`config.mk`:
```
export PLATFORM = sky130hd
export DESIGN_NAME = pipeline_ctrl
export DESIGN_NICKNAME = d
export VERILOG_FILES = /design/src/rtl/pipeline_ctrl_pkg.sv /design/src/rtl/hazard_scoreboard.sv /design/src/rtl/pipeline_ctrl.sv
export SDC_FILE = /design/constraint.sdc
export NUM_CORES = 1
export LEC_CHECK = 0
export BUFFER_PORTS_ARGS = -buffer_cell sky130_fd_sc_hd__buf_2
export CORE_MARGIN = 1.5
export CORE_UTILIZATION = 45
export DETAILED_ROUTE_END_ITERATION = 16
export HOLD_SLACK_MARGIN = 0.08
export PLACE_DENSITY = 0.74
export REMOVE_ABC_BUFFERS = 1
export SLEW_MARGIN = 0
export SYNTH_ARGS = -nofsm -noshare
export SYNTH_HDL_FRONTEND = slang
export SYNTH_SLANG_ARGS = --single-unit
```
`constraint.sdc`:
```
create_clock -name clk -period 1.66 [get_ports clk]
set_input_delay 0.083 -clock clk [delete_from_list [all_inputs] [get_ports clk]]
set_output_delay 0.083 -clock clk [all_outputs]
set_load 0.01 [all_outputs]
```
`src/rtl/pipeline_ctrl_pkg.sv`:
```
// Shared types and encodings for the pipeline hazard/flush sequencer.
package pipeline_ctrl_pkg;

  // Operand select encodings for the EX-stage operand muxes.
  localparam logic [1:0] FWD_RF    = 2'b00;
  localparam logic [1:0] FWD_EXMEM = 2'b01;
  localparam logic [1:0] FWD_MEMWB = 2'b10;

  typedef enum logic [1:0] {
    CTRL_RUN   = 2'd0,
    CTRL_DRAIN = 2'd1,
    CTRL_HALT  = 2'd2
  } ctrl_state_e;

  // One in-flight register writer.
  typedef struct packed {
    logic       valid;
    logic [4:0] rd;
    logic       is_load;
  } sb_entry_t;

  // x0 never matches: it is hardwired zero and cannot carry a dependency.
  function automatic logic src_match(input logic used, input logic [4:0] rs,
                                     input sb_entry_t e);
    return used && (rs != 5'd0) && e.valid && (e.rd == rs);
  endfunction

endpackage

```
`src/rtl/hazard_scoreboard.sv`:
```
// Two-entry writer scoreboard tracking the instructions in EX and MEM.
// The regfile is write-through, so WB-stage writers are not tracked.
module hazard_scoreboard
  import pipeline_ctrl_pkg::*;
(
  input  logic       clk,
  input  logic       rst_n,
  input  logic       id_valid,
  input  logic [4:0] id_rd_addr,
  input  logic       id_wb_en,
  input  logic       id_is_load,
  input  logic       bubble,
  input  logic [4:0] rs1_addr,
  input  logic       rs1_used,
  input  logic [4:0] rs2_addr,
  input  logic       rs2_used,
  output logic       ex_match_a,
  output logic       ex_match_b,
  output logic       mem_match_a,
  output logic       mem_match_b,
  output logic       ex_is_load
);

  sb_entry_t ex_q, ex_d, mem_q;

  // Entry for the instruction about to enter EX; a bubble carries no writer.
  always_comb begin
    ex_d = '0;
    if (!bubble) begin
      ex_d.valid   = id_valid && id_wb_en && (id_rd_addr != 5'd0);
      ex_d.rd      = id_rd_addr;
      ex_d.is_load = id_is_load;
    end
  end

  // Shift every cycle, including stalls (a stall inserts a bubble into EX).
  always_ff @(posedge clk or negedge rst_n) begin
    if (!rst_n) begin
      ex_q  <= '0;
      mem_q <= '0;
    end else begin
      mem_q <= ex_q;
      ex_q  <= ex_d;
    end
  end

  // Per-source match against each tracked stage.
  always_comb begin
    ex_match_a  = src_match(rs1_used, rs1_addr, ex_q);
    ex_match_b  = src_match(rs2_used, rs2_addr, ex_q);
    mem_match_a = src_match(rs1_used, rs1_addr, mem_q);
    mem_match_b = src_match(rs2_used, rs2_addr, mem_q);
    ex_is_load  = ex_q.is_load;
  end

endmodule

```
`src/rtl/pipeline_ctrl.sv`:
```
// Hazard/flush sequencer for a 5-stage RV32I pipeline.
// Build option FWD_EN: when defined, forwarding selects are live and only
// load-use stalls occur; otherwise selects stay 00 and any EX/MEM RAW stalls.
module pipeline_ctrl
  import pipeline_ctrl_pkg::*;
#(
  parameter int unsigned DRAIN_CYC = 3
) (
  input  logic       clk,
  input  logic       rst_n,
  input  logic       id_valid,
  input  logic [4:0] id_rs1_addr,
  input  logic [4:0] id_rs2_addr,
  input  logic       id_rs1_used,
  input  logic       id_rs2_used,
  input  logic [4:0] id_rd_addr,
  input  logic       id_wb_en,
  input  logic       id_is_load,
  input  logic       id_ecall,
  input  logic       ex_br_taken,
  output logic       fe_stall,
  output logic       ifid_flush,
  output logic       idex_bubble,
  output logic [1:0] ex_fwd_a,
  output logic [1:0] ex_fwd_b,
  output logic       halt
);

`ifdef FWD_EN
  localparam bit FwdEn = 1'b1;
`else
  localparam bit FwdEn = 1'b0;
`endif

  localparam int unsigned CntW = $clog2(DRAIN_CYC + 1);

  ctrl_state_e   state_q, state_d;
  logic [CntW-1:0] cnt_q, cnt_d;
  logic [1:0]    fwd_a_q, fwd_a_d, fwd_b_q, fwd_b_d;
  logic          ex_match_a, ex_match_b, mem_match_a, mem_match_b, ex_is_load;
  logic          hazard;

  hazard_scoreboard u_sb (
    .clk         (clk),
    .rst_n       (rst_n),
    .id_valid    (id_valid),
    .id_rd_addr  (id_rd_addr),
    .id_wb_en    (id_wb_en),
    .id_is_load  (id_is_load),
    .bubble      (idex_bubble),
    .rs1_addr    (id_rs1_addr),
    .rs1_used    (id_rs1_used),
    .rs2_addr    (id_rs2_addr),
    .rs2_used    (id_rs2_used),
    .ex_match_a  (ex_match_a),
    .ex_match_b  (ex_match_b),
    .mem_match_a (mem_match_a),
    .mem_match_b (mem_match_b),
    .ex_is_load  (ex_is_load)
  );

  // With forwarding only a load in EX cannot be bypassed in time.
  always_comb begin
    if (FwdEn) hazard = ex_is_load && (ex_match_a || ex_match_b);
    else       hazard = ex_match_a || ex_match_b || mem_match_a || mem_match_b;
  end

  // Sequencer next state and pipeline control outputs.
  always_comb begin
    state_d     = state_q;
    cnt_d       = cnt_q;
    fe_stall    = 1'b0;
    ifid_flush  = 1'b0;
    idex_bubble = 1'b0;
    unique case (state_q)
      CTRL_RUN: begin
        if (ex_br_taken) begin
          // Redirect wins over any stall, including a younger ECALL.
          ifid_flush  = 1'b1;
          idex_bubble = 1'b1;
        end else if (id_valid && hazard) begin
          fe_stall    = 1'b1;
          idex_bubble = 1'b1;
        end else if (id_valid && id_ecall) begin
          state_d = CTRL_DRAIN;
          cnt_d   = CntW'(DRAIN_CYC);
        end
      end
      CTRL_DRAIN: begin
        // ECALL is the oldest in flight, so branch outcomes are ignored here.
        fe_stall   = 1'b1;
        ifid_flush = 1'b1;
        cnt_d      = cnt_q - CntW'(1);
        if (cnt_q == CntW'(1)) state_d = CTRL_HALT;
      end
      CTRL_HALT: begin
        fe_stall    = 1'b1;
        idex_bubble = 1'b1;
      end
      default: state_d = CTRL_RUN;
    endcase
  end

  // Forward selects for the instruction advancing into EX; EX writer has priority.
  always_comb begin
    fwd_a_d = FWD_RF;
    fwd_b_d = FWD_RF;
    if (FwdEn && id_valid && !idex_bubble) begin
      if (ex_match_a)       fwd_a_d = FWD_EXMEM;
      else if (mem_match_a) fwd_a_d = FWD_MEMWB;
      if (ex_match_b)       fwd_b_d = FWD_EXMEM;
      else if (mem_match_b) fwd_b_d = FWD_MEMWB;
    end
  end

  // State, drain counter and registered forward selects.
  always_ff @(posedge clk or negedge rst_n) begin
    if (!rst_n) begin
      state_q <= CTRL_RUN;
      cnt_q   <= '0;
      fwd_a_q <= FWD_RF;
      fwd_b_q <= FWD_RF;
    end else begin
      state_q <= state_d;
      cnt_q   <= cnt_d;
      fwd_a_q <= fwd_a_d;
      fwd_b_q <= fwd_b_d;
    end
  end

  assign ex_fwd_a = fwd_a_q;
  assign ex_fwd_b = fwd_b_q;
  assign halt     = (state_q == CTRL_HALT);

endmodule

```
==> impl_metrics.json, run 1 <==
{
  "dieArea_sq_um": 2580,
  "clock_sinks": 16,
  "mostFrequentLayoutCell": "buf_2",
  "status": "finished with violations",
  "crit_arrival_ns": 1.85,
  "rsz0062_at_grt": "yes",
  "numPortBuffers": 26,
  "drt-vias-per-instance": 5.10,
  "die_y_um": 50.8,
  "fin_skew_ns": 0.0159,
  "fin_util": 0.680,
  "min_path_type": "input pin to flip-flop",
  "critPathMaxStageDelay_ns": 0.42,
  "avgSynthCellArea_sq_um": 10.7,
  "antennaDiodeCount": 0,
  "layout_common_cells": "buf_2, xnor2_1, dfrtp_1",
  "routedWlPerCell_um": 13.8,
  "ys_ff_latch": 16,
  "cts_buffer_depth": 2,
  "grt_first_pass_wirelength_um": 3860,
  "critPathLaunchType": "flip-flop",
  "row_count": 17,
  "layout.nets": 179,
  "critPathBufInv": 1,
  "ant_nets": 0,
  "setup_viol": 12,
  "setup_ws_ns": -0.273,
  "cts_root_buf": "clkbuf_4",
  "syn_to_final_growth_pct": 45.1,
  "cts.clk_slew.worst_paths_ns": 0.10,
  "syn_area_sq_um": 1030,
  "first_pass_iters": 4,
  "max_freq_ghz": 0.517,
  "vdd_drop_max_mv": 0.382,
  "die_w_um": 50.8,
  "drive_gt1_frac": 0.443,
  "wl_um": 2440,
  "numCtsBuffers": 3,
  "routabilityCongestion": 0.903,
  "final.period_utilization": 1.16,
  "placed_cell_area_sq_um": 1270,
  "p_total_uw": 746,
  "antenna_found_initial": 0,
  "vias": 902,
  "wl_met1_um": 1040,
  "start_util": 0.469,
  "power_density_nw_per_um2": 500,
  "cpMaxStageDelayCell": "dfrtp_1",
  "synth.distinct_cells": 27,
  "grt_pass1_vias": 932,
  "required_ns": 1.58,
  "fillCellCount": 168,
  "route.met3.wl_um": 80,
  "end_kind": "output port",
  "dpl.hpwl_um": 1770,
  "cp_top_family": "compound AO/OA/AOI/OAI gates",
  "core_sq_um": 2190,
  "synth_warnings": 0,
  "cts_max_level": 1,
  "grt_max_degree": 17,
  "met2_length_um": 1290,
  "hold_viol_final": 0,
  "drtIter0Drc": 7,
  "critPathKind": "flip-flop to output port",
  "clock_latency_ns": 0.29,
  "cp_max_fo": 3,
  "leakagePower_nw": 0.689,
  "grt_use_total": 0.203,
  "boundaryPins": 32,
  "maxCapViolCount": 0,
  "finalCriticalPeriod_ns": 1.93,
  "dr.max_layer_used": "met4",
  "gr-total-overflow": 0,
  "violations": "negative setup slack",
  "cts_tree": "yes",
  "finalMaxSlewViolations": 0,
  "drcViolationCount": 0,
  "crit_chain": "xnor2_1 > nand4_1 > o22ai_2 > o311a_4 > o21bai_1 > a21oi_1 > buf_2",
  "synth_seq_area_share": 0.390,
  "synthCells": 96,
  "fin_area_sq_um": 1490
}
## kinds of logic after synthesis
kind of cell / Yosys count / share of synthesized area
DFF: 16 / 0.390
other: 1 / 0.00365
adders and majority gates: 5 / 0.0609
xor gates and xnor gates: 20 / 0.171
buffers and inverters: 12 / 0.0585
AOI/OAI and AO/OA: 13 / 0.128
muxes: 1 / 0.0110
and+or+nand+nor: 28 / 0.178
## sequential cells by signal, indices dropped and copies added, names as in the netlist
| name | count |
|---|---|
| state_q | 2 |
| cnt_q | 2 |
| u_sb.mem_q | 6 |
| u_sb.ex_q | 6 |
## layer usage
| metal | GRT usage | up-vias |
|---|---|---|
| li1 | - | 441 |
| met1 | 0.251 | 433 |
| met2 | 0.355 | 24 |
| met3 | 0.0208 | 4 |
| met4 | 0.0901 | 0 |
| met5 | 0 | - |
## what timing repair did
action                                  in CTS  in global routing
setup buffers                                4                  1
hold buffers                                 7                  0
resized for setup                           12                  8
endpoints found under the setup margin      13                 12
pin swaps                                   14                  7
endpoints found under the hold margin       22                  0
## layout make-up
type                       count  area (sq um)  area share
multi-input combinational     71           646       0.433
sequential                    16           400       0.269
timing repair buffer          51           347       0.233
clock buffer                   4          36.3      0.0243
tap                           28          35.0      0.0235
inverter                       7          26.3      0.0176
## through the flow
stage / instances / setup TNS, ns / setup slack (ns) / hold slack, ns
3_5_place_dp: 162 / -1.12 / -0.125 / 0.0102
4_1_cts: 176 / -0.657 / -0.210 / 0.127
2_1_floorplan: 94 / -0.203 / -0.0743 / -0.213
5_1_grt: 177 / -2.41 / -0.353 / 0.127
6_report: 177 / -1.27 / -0.273 / 0.143
3_3_place_gp: 162 / -0.468 / -0.0616 / 0.00514
## worst register-to-register path: stages, from the launching register on
cell and delay, ns:
dfrtp_1 0.38, inv_2 0.06, ha_4 0.17, nand4_1 0.10, o22ai_2 0.09, o311a_4 0.13, buf_6 0.13, buf_6 0.12
or2_4 0.25, o32a_1 0.34
## where the power goes
| part | internal, mW | switching [mW] |
|---|---|---|
| combinational | 0.0553 | 0.0487 |
| sequential | 0.389 | 0 |
| clock | 0.133 | 0.119 |
| total | 0.578 | 0.168 |
## path summary, 6_finish.rpt
| kind | cells past startpoint | endpoint | start | slack, ns |
|---|---|---|---|---|
| min in group asynchronous | 2 | u_sb.mem_q[4] | rst_n | 0.22 |
| worst min register to register | 0 | u_sb.mem_q[6] | u_sb.ex_q[6] | 0.42 |
| worst max register to register | 9 | cnt_q[0] | state_q[0] | -0.20 |
| worst max-delay path | 7 | fe_stall | u_sb.mem_q[5] | -0.27 |
| worst min-delay path | 2 | u_sb.ex_q[6] | id_valid | 0.14 |
| max in group asynchronous | 2 | u_sb.ex_q[6] | rst_n | 1.16 |
## cell usage after synthesis
cell type	number	area [sq um]
and2_2	5	37.5
o2111ai_1	1	8.76
or4_1	1	7.51
nand2b_1	1	6.26
nor3_1	2	10.0
ha_1	5	62.6
o311a_4	2	42.5
a31oi_1	1	6.26
o21bai_1	1	7.51
mux2_2	1	11.3
o211ai_1	1	7.51
nand2_1	6	22.5
a21oi_1	1	5.00
xnor2_1	20	175
nand4_1	9	56.3
o2111a_1	1	11.3
conb_1	1	3.75
o22ai_1	2	12.5
o31a_2	1	10.0
o32a_1	2	20.0
dfrtp_1	16	400
or2_1	1	6.26
clkbuf_1	1	3.75
nor4b_4	1	23.8
inv_1	7	26.3
or3_1	2	12.5
buf_4	4	30.0
(Power assumes the default switching activity.)
==> run 2: changes to the inputs <==
- RECOVER_POWER: not set -> 100
==> impl_metrics.json, run 2 (same netlist as run 1, synthesis figures left out) <==
{
  "status": "finished with violations",
  "violations": "negative setup slack",
  "cts.clk_slew.worst_paths_ns": 0.10,
  "grt_first_pass_wirelength_um": 3860,
  "gr-total-overflow": 0,
  "leakagePower_nw": 0.684,
  "maxCapViolCount": 0,
  "p_total_uw": 746,
  "power.switching_uw": 168,
  "fin_area_sq_um": 1490,
  "crit_chain": "xnor2_1 > nand4_1 > o22ai_2 > o311a_4 > o21bai_1 > a21oi_1 > buf_2",
  "drive_gt1_frac": 0.430,
  "rsz0062_at_grt": "yes",
  "slew_headroom": 0.444,
  "cts_buffer_depth": 2,
  "required_ns": 1.58,
  "p_sw_frac": 0.226,
  "cts_root_buf": "clkbuf_4",
  "grt_pass1_vias": 932,
  "final.period_utilization": 1.17,
  "cpMaxStageDelayCell": "dfrtp_1",
  "fin_util": 0.678,
  "drt-vias-per-instance": 5.10,
  "drcViolationCount": 0,
  "clock_power_share": 0.339,
  "ant_nets": 0,
  "grt_use_total": 0.203,
  "grt_max_degree": 17,
  "antennaDiodeCount": 0,
  "placed_cell_area_sq_um": 1270,
  "die_w_um": 50.8,
  "routedWlPerCell_um": 13.7,
  "dieArea_sq_um": 2580,
  "antenna_found_initial": 0,
  "core_sq_um": 2190,
  "fillCellCount": 171,
  "setup_ws_ns": -0.275,
  "crit_arrival_ns": 1.85,
  "hold_viol_final": 0,
  "seqPwrFrac": 0.522,
  "finalCriticalPeriod_ns": 1.93,
  "end_kind": "output port",
  "fin_skew_ns": 0.0153,
  "first_pass_iters": 4,
  "vdd_drop_max_mv": 0.381,
  "max_freq_ghz": 0.517,
  "boundaryPins": 32,
  "setup_viol": 12,
  "layout.nets": 179,
  "row_count": 17,
  "cp_max_fo": 3,
  "vias": 903,
  "intPower_uw": 578,
  "cts_tree": "yes",
  "layout_common_cells": "buf_2, xnor2_1, dfrtp_1",
  "finalMaxSlewViolations": 0,
  "critPathMaxStageDelay_ns": 0.42,
  "numCtsBuffers": 3,
  "min_path_type": "input pin to flip-flop",
  "cts_max_level": 1,
  "pwr-share-comb": 0.139,
  "mostFrequentLayoutCell": "buf_2",
  "die_y_um": 50.8,
  "clock_latency_ns": 0.29,
  "dpl.hpwl_um": 1770,
  "syn_to_final_growth_pct": 44.6,
  "drtIter0Drc": 8,
  "critPathKind": "flip-flop to output port",
  "start_util": 0.469,
  "clock_sinks": 16,
  "worst_pin_slew_ns": 0.834,
  "numPortBuffers": 26,
  "critPathLaunchType": "flip-flop",
  "power_density_nw_per_um2": 502,
  "routabilityCongestion": 0.903,
  "timing.hold.ws_ns": 0.141,
  "largestRegisters": "u_sb.ex_q (6), u_sb.mem_q (6)",
  "wl_um": 2430
}
run 2: worst max-delay path: cells and delay by family, from the launching register on:
kind / cells / cell delay, ns
AO/OA/AOI/OAI: 4 / 0.67
AND/OR/NAND/NOR: 1 / 0.16
XOR/XNOR: 1 / 0.17
flip-flops: 1 / 0.42
buffers and inverters: 1 / 0.16
run 2: worst paths after layout:
kind / slack [ns] / cells past startpoint / end / startpoint
worst max register to register: -0.20 / 9 / cnt_q[0] / state_q[0]
max in group asynchronous: 0.73 / 2 / u_sb.ex_q[6] / rst_n
min in group asynchronous: 0.40 / 2 / u_sb.mem_q[4] / rst_n
worst min register to register: 0.42 / 0 / u_sb.mem_q[6] / u_sb.ex_q[6]
worst max-delay path: -0.27 / 7 / fe_stall / u_sb.mem_q[5]
worst min-delay path: 0.14 / 2 / u_sb.ex_q[6] / id_valid
run 2: cell type report:
cell class	count	area, sq um	area share
clock buffer	4	36.3	0.0244
inverter	7	26.3	0.0177
multi-input combinational	71	646	0.435
sequential	16	400	0.270
tap	28	35.0	0.0236
timing repair buffer	51	342	0.230
run 2: layer usage:
layer | vias to the layer above | global-route usage | share of wire
met5 | - | 0 | 0
met3 | 4 | 0.0208 | 0.032
met4 | 0 | 0.0901 | 0.0095
met1 | 436 | 0.251 | 0.43
li1 | 440 | - | -
met2 | 23 | 0.355 | 0.53
run 2: what timing repair did:
action / 4_1_cts / 5_1_grt
setup buffers: 4 / 1
gates resized for setup: 12 / 8
endpoints found under the setup margin: 13 / 12
hold buffers: 7 / 0
pin swaps: 14 / 7
endpoints found under the hold margin: 22 / 0
run 2: through the flow:
| stage | setup TNS [ns] | worst slack, ns | std cells |
|---|---|---|---|
| floorplan | -0.203 | -0.0743 | 94 |
| global placement | -0.468 | -0.0616 | 162 |
| detailed placement | -1.12 | -0.125 | 162 |
| CTS | -0.657 | -0.210 | 176 |
| global route | -2.42 | -0.353 | 177 |
| finish | -1.27 | -0.275 | 177 |
run 2: power by group through the flow:
stage          Clock (mW)  Sequential [mW]  Combinational (mW)
5_1_grt             0.272            0.390               0.113
3_3_place_gp            0            0.397              0.0886
4_1_cts             0.258            0.389               0.104
2_1_floorplan           0            0.397              0.0299
3_5_place_dp            0            0.397              0.0906
6_report            0.253            0.389               0.104
